==> config.mk <==
export PLATFORM = sky130hd
export DESIGN_NAME = seq_det_ctrl_flat
export DESIGN_NICKNAME = d
export VERILOG_FILES = /design/src/rtl/seq_det_ctrl_pkg.sv /design/src/rtl/seq_det_ctrl_if.sv /design/src/rtl/seq_det_ctrl_shift_matcher.sv /design/src/rtl/seq_det_ctrl.sv /design/src/flat_wrapper.sv
export SDC_FILE = /design/constraint.sdc
export NUM_CORES = 1
export LEC_CHECK = 0
export CAP_MARGIN = 20
export CELL_PAD_IN_SITES_DETAIL_PLACEMENT = 0
export CELL_PAD_IN_SITES_GLOBAL_PLACEMENT = 2
export CORE_MARGIN = 5
export CORE_UTILIZATION = 33
export CTS_CLUSTER_DIAMETER = 60
export CTS_CLUSTER_SIZE = 8
export DETAILED_ROUTE_END_ITERATION = 10
export GPL_TIMING_DRIVEN = 0
export PLACE_DENSITY = 0.84
export SYNTH_ARGS = -nofsm -noshare
export SYNTH_HDL_FRONTEND = slang
export SYNTH_SLANG_ARGS = --single-unit
==> constraint.sdc <==
create_clock -name clk -period 2.85 [get_ports clk]
set_clock_uncertainty 0.2 [all_clocks]
set_input_delay 0.4275 -clock clk [delete_from_list [all_inputs] [get_ports clk]]
set_output_delay 0.4275 -clock clk [all_outputs]
set_load 0.02 [all_outputs]
==> src/rtl/seq_det_ctrl_pkg.sv <==
// Shared types for the serial pattern-detector run controller: FSM states and width helpers.
// No logic of its own; imported by the interface, matcher and top.
package seq_det_ctrl_pkg;

   typedef enum logic [1:0] {
      ST_IDLE = 2'd0,
      ST_ARM  = 2'd1,
      ST_RUN  = 2'd2,
      ST_DONE = 2'd3
   } state_t;

   // Width needed to hold a pattern length in 0..pat_w inclusive.
   function automatic int len_w(input int pat_w);
      return $clog2(pat_w + 1);
   endfunction

endpackage

==> src/rtl/seq_det_ctrl_if.sv <==
// Control/CSR-side bundle of the detector: config valid/ready, gated bit stream, abort and run status.
// Pure wiring; the slave modport is the detector, the master modport is whoever configures and feeds it.
interface seq_det_ctrl_if
   import seq_det_ctrl_pkg::*;
#(
   parameter int PAT_W = 8,
   parameter int CNT_W = 8
) ();
   localparam int LEN_W = len_w(PAT_W);

   logic             cfg_valid;
   logic             cfg_ready;
   logic [PAT_W-1:0] cfg_pattern;
   logic [LEN_W-1:0] cfg_len;
   logic             cfg_overlap;
   logic [CNT_W-1:0] cfg_target;
   logic             in_valid;
   logic             in_bit;
   logic             abort;
   logic             busy;
   logic             match;
   logic [CNT_W-1:0] match_cnt;
   logic             done;

   modport master (
      output cfg_valid, cfg_pattern, cfg_len, cfg_overlap, cfg_target,
      output in_valid, in_bit, abort,
      input  cfg_ready, busy, match, match_cnt, done
   );

   modport slave (
      input  cfg_valid, cfg_pattern, cfg_len, cfg_overlap, cfg_target,
      input  in_valid, in_bit, abort,
      output cfg_ready, busy, match, match_cnt, done
   );

endinterface

==> src/rtl/seq_det_ctrl_shift_matcher.sv <==
// History shift register + fill counter with masked compare; hit is combinational in the sampling cycle.
// Shifts only when enabled, so gaps in the stream are transparent; no backpressure.
module seq_shift_matcher
   import seq_det_ctrl_pkg::*;
#(
   parameter  int PAT_W = 8,
   localparam int LEN_W = len_w(PAT_W)
) (
   input  logic             clk,
   input  logic             rst,
   input  logic             clr,
   input  logic             shift_en,
   input  logic             data,
   input  logic [PAT_W-1:0] pattern,
   input  logic [LEN_W-1:0] len,
   input  logic             overlap,
   output logic             hit
);

   logic [PAT_W-1:0] hist;
   logic [PAT_W-1:0] hist_nxt;
   logic [PAT_W-1:0] mask;
   logic [LEN_W-1:0] fill;
   logic [LEN_W-1:0] fill_nxt;

   // Compare uses the post-shift view so hit lines up with the completing bit.
   always_comb begin
      hist_nxt = {hist[PAT_W-2:0], data};
      fill_nxt = (fill < len) ? LEN_W'(fill + 1'b1) : len;
      mask     = '0;
      for (int i = 0; i < PAT_W; i++) begin
         mask[i] = (i < int'(len));
      end
      hit = shift_en && (fill_nxt == len) &&
            ((hist_nxt & mask) == (pattern & mask));
   end

   always_ff @(posedge clk or posedge rst) begin
      if (rst) begin
         hist <= '0;
         fill <= '0;
      end else if (clr) begin
         hist <= '0;
         fill <= '0;
      end else if (shift_en) begin
         hist <= hist_nxt;
         // Non-overlap mode demands len fresh bits before the next hit.
         fill <= (hit && !overlap) ? '0 : fill_nxt;
      end
   end

endmodule

==> src/rtl/seq_det_ctrl.sv <==
// Run controller for a programmable serial pattern detector: config latch, FSM, match counter.
// match/done registered one cycle after the completing bit; cfg held off (cfg_ready=0) outside IDLE.
module seq_det_ctrl
   import seq_det_ctrl_pkg::*;
#(
   parameter int PAT_W = 8,
   parameter int CNT_W = 8
) (
   input  logic          clk,
   input  logic          rst,
   seq_det_ctrl_if.slave bus
);
   localparam int LEN_W = len_w(PAT_W);

   state_t           state;
   state_t           state_nxt;
   logic [PAT_W-1:0] pat_q;
   logic [LEN_W-1:0] len_q;
   logic             ovl_q;
   logic [CNT_W-1:0] tgt_q;
   logic [CNT_W-1:0] cnt_q;
   logic             match_q;
   logic             done_q;

   logic             cfg_fire;
   logic             shift_en;
   logic             hit;
   logic             last_hit;
   logic [LEN_W-1:0] len_clamped;
   logic             cfg_ready;
   logic             busy;

   assign cfg_fire = (state == ST_IDLE) && bus.cfg_valid;
   // Abort wins over a same-cycle hit: suppressing the shift suppresses the hit.
   assign shift_en = (state == ST_RUN) && bus.in_valid && !bus.abort;
   assign last_hit = hit && (tgt_q != '0) && (CNT_W'(cnt_q + 1'b1) == tgt_q);

   always_comb begin
      len_clamped = bus.cfg_len;
      if (bus.cfg_len == '0) begin
         len_clamped = LEN_W'(1);
      end else if (bus.cfg_len > LEN_W'(PAT_W)) begin
         len_clamped = LEN_W'(PAT_W);
      end
   end

   seq_shift_matcher #(
      .PAT_W (PAT_W)
   ) u_matcher (
      .clk      (clk),
      .rst      (rst),
      .clr      (state == ST_ARM),
      .shift_en (shift_en),
      .data     (bus.in_bit),
      .pattern  (pat_q),
      .len      (len_q),
      .overlap  (ovl_q),
      .hit      (hit)
   );

   always_comb begin
      state_nxt = state;
      cfg_ready = 1'b0;
      busy      = 1'b0;
      case (state)
         ST_IDLE: begin
            cfg_ready = 1'b1;
            if (bus.cfg_valid) begin
               state_nxt = ST_ARM;
            end
         end
         ST_ARM: begin
            busy      = 1'b1;
            state_nxt = bus.abort ? ST_IDLE : ST_RUN;
         end
         ST_RUN: begin
            busy = 1'b1;
            if (bus.abort) begin
               state_nxt = ST_IDLE;
            end else if (last_hit) begin
               state_nxt = ST_DONE;
            end
         end
         ST_DONE: begin
            state_nxt = ST_IDLE;
         end
         default: begin
            state_nxt = ST_IDLE;
         end
      endcase
   end

   always_ff @(posedge clk or posedge rst) begin
      if (rst) begin
         state   <= ST_IDLE;
         pat_q   <= '0;
         len_q   <= '0;
         ovl_q   <= 1'b0;
         tgt_q   <= '0;
         cnt_q   <= '0;
         match_q <= 1'b0;
         done_q  <= 1'b0;
      end else begin
         state   <= state_nxt;
         match_q <= hit;
         done_q  <= last_hit;
         if (cfg_fire) begin
            pat_q <= bus.cfg_pattern;
            len_q <= len_clamped;
            ovl_q <= bus.cfg_overlap;
            tgt_q <= bus.cfg_target;
            cnt_q <= '0;
         end else if (hit) begin
            cnt_q <= CNT_W'(cnt_q + 1'b1);
         end
      end
   end

   assign bus.cfg_ready = cfg_ready;
   assign bus.busy      = busy;
   assign bus.match     = match_q;
   assign bus.match_cnt = cnt_q;
   assign bus.done      = done_q;

endmodule

==> src/flat_wrapper.sv <==
// flat-port wrapper written by rule: the top's interface ports become plain ports
module seq_det_ctrl_flat import seq_det_ctrl_pkg::*;
#(
   parameter int PAT_W = 8,
   parameter int CNT_W = 8
)
  (clk, rst, bus_cfg_valid, bus_cfg_pattern, bus_cfg_len, bus_cfg_overlap, bus_cfg_target, bus_in_valid, bus_in_bit, bus_abort, bus_cfg_ready, bus_busy, bus_match, bus_match_cnt, bus_done);
  seq_det_ctrl_if #(.PAT_W(PAT_W), .CNT_W(CNT_W)) bus_i ();
  input  logic clk;
  input  logic rst;
  input wire logic [$bits(bus_i.cfg_valid)-1:0] bus_cfg_valid;
  input wire logic [$bits(bus_i.cfg_pattern)-1:0] bus_cfg_pattern;
  input wire logic [$bits(bus_i.cfg_len)-1:0] bus_cfg_len;
  input wire logic [$bits(bus_i.cfg_overlap)-1:0] bus_cfg_overlap;
  input wire logic [$bits(bus_i.cfg_target)-1:0] bus_cfg_target;
  input wire logic [$bits(bus_i.in_valid)-1:0] bus_in_valid;
  input wire logic [$bits(bus_i.in_bit)-1:0] bus_in_bit;
  input wire logic [$bits(bus_i.abort)-1:0] bus_abort;
  output wire logic [$bits(bus_i.cfg_ready)-1:0] bus_cfg_ready;
  output wire logic [$bits(bus_i.busy)-1:0] bus_busy;
  output wire logic [$bits(bus_i.match)-1:0] bus_match;
  output wire logic [$bits(bus_i.match_cnt)-1:0] bus_match_cnt;
  output wire logic [$bits(bus_i.done)-1:0] bus_done;
  assign bus_i.cfg_valid = bus_cfg_valid;
  assign bus_i.cfg_pattern = bus_cfg_pattern;
  assign bus_i.cfg_len = bus_cfg_len;
  assign bus_i.cfg_overlap = bus_cfg_overlap;
  assign bus_i.cfg_target = bus_cfg_target;
  assign bus_i.in_valid = bus_in_valid;
  assign bus_i.in_bit = bus_in_bit;
  assign bus_i.abort = bus_abort;
  assign bus_cfg_ready = bus_i.cfg_ready;
  assign bus_busy = bus_i.busy;
  assign bus_match = bus_i.match;
  assign bus_match_cnt = bus_i.match_cnt;
  assign bus_done = bus_i.done;
  seq_det_ctrl #(.PAT_W(PAT_W), .CNT_W(CNT_W)) u_core (.clk(clk), .rst(rst), .bus(bus_i));
endmodule
==> impl_metrics.toml <==
[yosys]
ys_warn_count = 0
yosysSeqAreaShare_pct = 42.84
synth_flop_cell = "dfrtp_1"
synth_cells = 295
ys_seq_elements = 44
async_flop_share_pct = 100.0
synth_fp_nets = 330
syn-cell-area_mm2 = 0.002570
avgSynthCellArea_um2 = 8.712
yosysUniqueCellTypes = 49
synth-edff-count = 0

[detailed_routing]
drc_errors = 0
finalWirelength_um = 6546
vias = 2185
drt_pre_antenna_iters = 4
vias_per_cell = 4.932
post_drt_wl_per_cell_um = 14.78
drtIter0Drc = 119
drtAntennaViolNets = 0

[grt]
overflow = 0
grt_pass1_vias = 2147
antenna_found_initial = 0
grt_pass1_wl_um = 11010
grt_max_degree = 25
grtUsageTotal_pct = 13.94

[cts]
post_cts_buffers = 0
clk_latency_ns = 0.30
ctsHtreeMaxLevel = 2
tritoncts = "done"
cts_sinks = 44
cts_made_buffers = 5
clock-root-buffer = "clkbuf_8"
path_clk_slew_ns = 0.09
cts_buffer_depth = 2

[worst_setup_path]
path_max_fanout = 10
path_class = "reg -> reg"
cp.required_ns = 2.88
cp-end-kind = "register"
timing.rr.start = "u_core.state[0]"
rr_endpoint = "u_core.bus.match_cnt[4]"
worstPathArrival_ns = 2.70
critPathLaunch = "u_core.state[0]"
r2r_cells = 9
cp-start-kind = "register"
reg2reg_setup_slack_ns = 0.18

[place]
pre_cts_slack_ns = -0.1153
gp_congestion = 0.7985
dp_hpwl_um = 4797
place_area_mm2 = 0.003098
dp.cells = 436
portBuffers = 38

[timing]
relSlewSlack_pct = 61.81
setup_viol = 0
hold_violations = 0
fin_setup_tns_ns = 0
finalCriticalPeriod_ns = 2.674
drv_slew = 0
fin_crit_sh_pct = 93.84
rsz0062_at_grt = "false"
fin_ws_ns = 0.1755
fmax_mhz = 373.9
worst_pin_slew_ns = 0.5728

[floorplanning]
ios = 39
std_cell_rows = 32
die_y_um = 98.25
core_area_mm2 = 0.007647
die_area_mm2 = 0.009653
die_w_um = 98.25
start_util_pct = 33.61

[layout]
nFillCells = 766
most-common-layout-cells = "nand2_1 (77), dfrtp_1 (44), clkdlybuf4s50_1 (38), a21oi_1 (21), xnor2_1 (16)"
final_common_cell = "nand2_1"
nNetsFinal = 375
design_area_mm2 = 0.003224
post_route_cells_drive_above_1_share_pct = 7.038
antenna_cells = 0
synthToLayoutAreaGrowth_pct = 25.46
final_cells = 443

[job]
maxCapViolations = 0

[power_and_ir_drop]
peakVddDrop_v = 0.0005208
total_power_mw = 2.646
powerDensity_mw_per_mm2 = 820.7
p_leak_nw = 1.363

[hold_path]
min_path_type = "in -> async"

[run_status]
status = "finished, final reports clean"
power breakdown:
group	internal [mW]	total (mW)	leakage, nW	switching, mW
logic	0.491	1.17	0.728	0.684
clock network	0.264	0.499	0.0548	0.235
registers	0.792	0.972	0.580	0.180
total	1.55	2.65	1.36	1.10
worst max path at each step:
stage / endpoint / depth (start not counted) / slack, ns
after global placement: u_core.bus.match_cnt[4] / 8 / -0.11
after CTS: u_core.bus.match_cnt[4] / 9 / 0.02
after floorplan: u_core.bus.match_cnt[4] / 9 / 0.36
final: u_core.bus.match_cnt[4] / 9 / 0.18
after detailed placement: u_core.bus.match_cnt[4] / 8 / -0.12
after global routing: u_core.bus.match_cnt[4] / 9 / 0.03
cell type report:
cell class / instances / area, um^2 / area share, %
inverters: 13 / 48.80 / 1.513
flip-flops and latches: 44 / 1101 / 34.15
clock inverters: 3 / 46.29 / 1.436
clock buffers: 5 / 68.82 / 2.134
repair buffers: 39 / 400.4 / 12.42
plain buffers: 15 / 75.07 / 2.328
multi-input cells: 222 / 1356 / 42.06
well taps: 102 / 127.6 / 3.958
layer usage:
metal | vias up | GRT usage, % | routed length, um
li1 | 1110 | - | -
met1 | 1033 | 22.01 | 3510
met2 | 38 | 19.16 | 2731
met3 | 4 | 3.071 | 258
met4 | 0 | 3.151 | 46
met5 | - | 0 | 0
timing repair:
action,4_1_cts,5_1_grt
setup endpoints to repair,0,11
gates resized for setup,0,3
hold buffers,0,0
synth_stat cells, types with 2 or more instances:
| cell | n | share of area (%) |
|---|---|---|
| nand2_1 | 77 | 11 |
| dfrtp_1 | 44 | 43 |
| a21oi_1 | 21 | 4.1 |
| xnor2_1 | 16 | 5.5 |
| inv_1 | 13 | 1.9 |
| o21ai_0 | 12 | 2.3 |
| clkbuf_1 | 11 | 1.6 |
| nor2_1 | 10 | 1.5 |
| ha_1 | 8 | 3.9 |
| nand3_1 | 6 | 1.2 |
| nor4_1 | 6 | 1.5 |
| xor2_1 | 6 | 2.0 |
| o31ai_1 | 5 | 1.5 |
| a31oi_1 | 4 | 0.97 |
| nor2b_1 | 4 | 0.97 |
| or3_1 | 4 | 0.97 |
| nand2b_1 | 3 | 0.73 |
| nand3b_1 | 3 | 0.88 |
| nor3_1 | 3 | 0.58 |
| o2111ai_1 | 3 | 1.0 |
| or4_1 | 3 | 0.88 |
| a211oi_1 | 2 | 0.58 |
| and2_1 | 2 | 0.49 |
| buf_2 | 2 | 0.39 |
| buf_6 | 2 | 0.88 |
| mux2i_1 | 2 | 0.78 |
state kept, by name, indices dropped and copies added, names as in the netlist:
signal,flops
u_core.u_matcher.hist,7
u_core.tgt_q,8
u_core.state,2
u_core.bus.done,1
u_core.pat_q,8
u_core.bus.match,1
u_core.u_matcher.fill,4
u_core.ovl_q,1
u_core.len_q,4
u_core.bus.match_cnt,8
metrics by stage:
stage	hold slack (ns)	util [%]
after global placement	0.2894	40.25
after floorplan	0.2652	-
after CTS	0.2765	42.02
after detailed placement	0.2861	40.51
after global routing	0.3107	42.16
final	0.2658	42.16
worst max-delay path, stage by stage, from the launching register on:
cell and delay [ns]:
dfrtp_1 0.39, inv_1 0.12, ha_1 0.20, nor2b_4 0.19
nand2_1 0.14, a2111oi_4 0.36, o211ai_2 0.18, buf_6 0.18
or4_1 0.46, a21oi_1 0.15
logic make-up (layout without fill, tap and decap cells):
group                      Yosys count  count (layout)  share of synthesized area [%]
AOI/OAI and AO/OA                   60              60                          15.87
xor gates and xnor gates            22              22                          7.497
adders and majority gates            8               8                          3.895
buffers and inverters               29              75                          4.966
DFF                                 44              44                          42.84
muxes                                3               3                          1.217
and+or+nand+nor                    129             129                          23.71
Power figures use the tool's default switching activity.
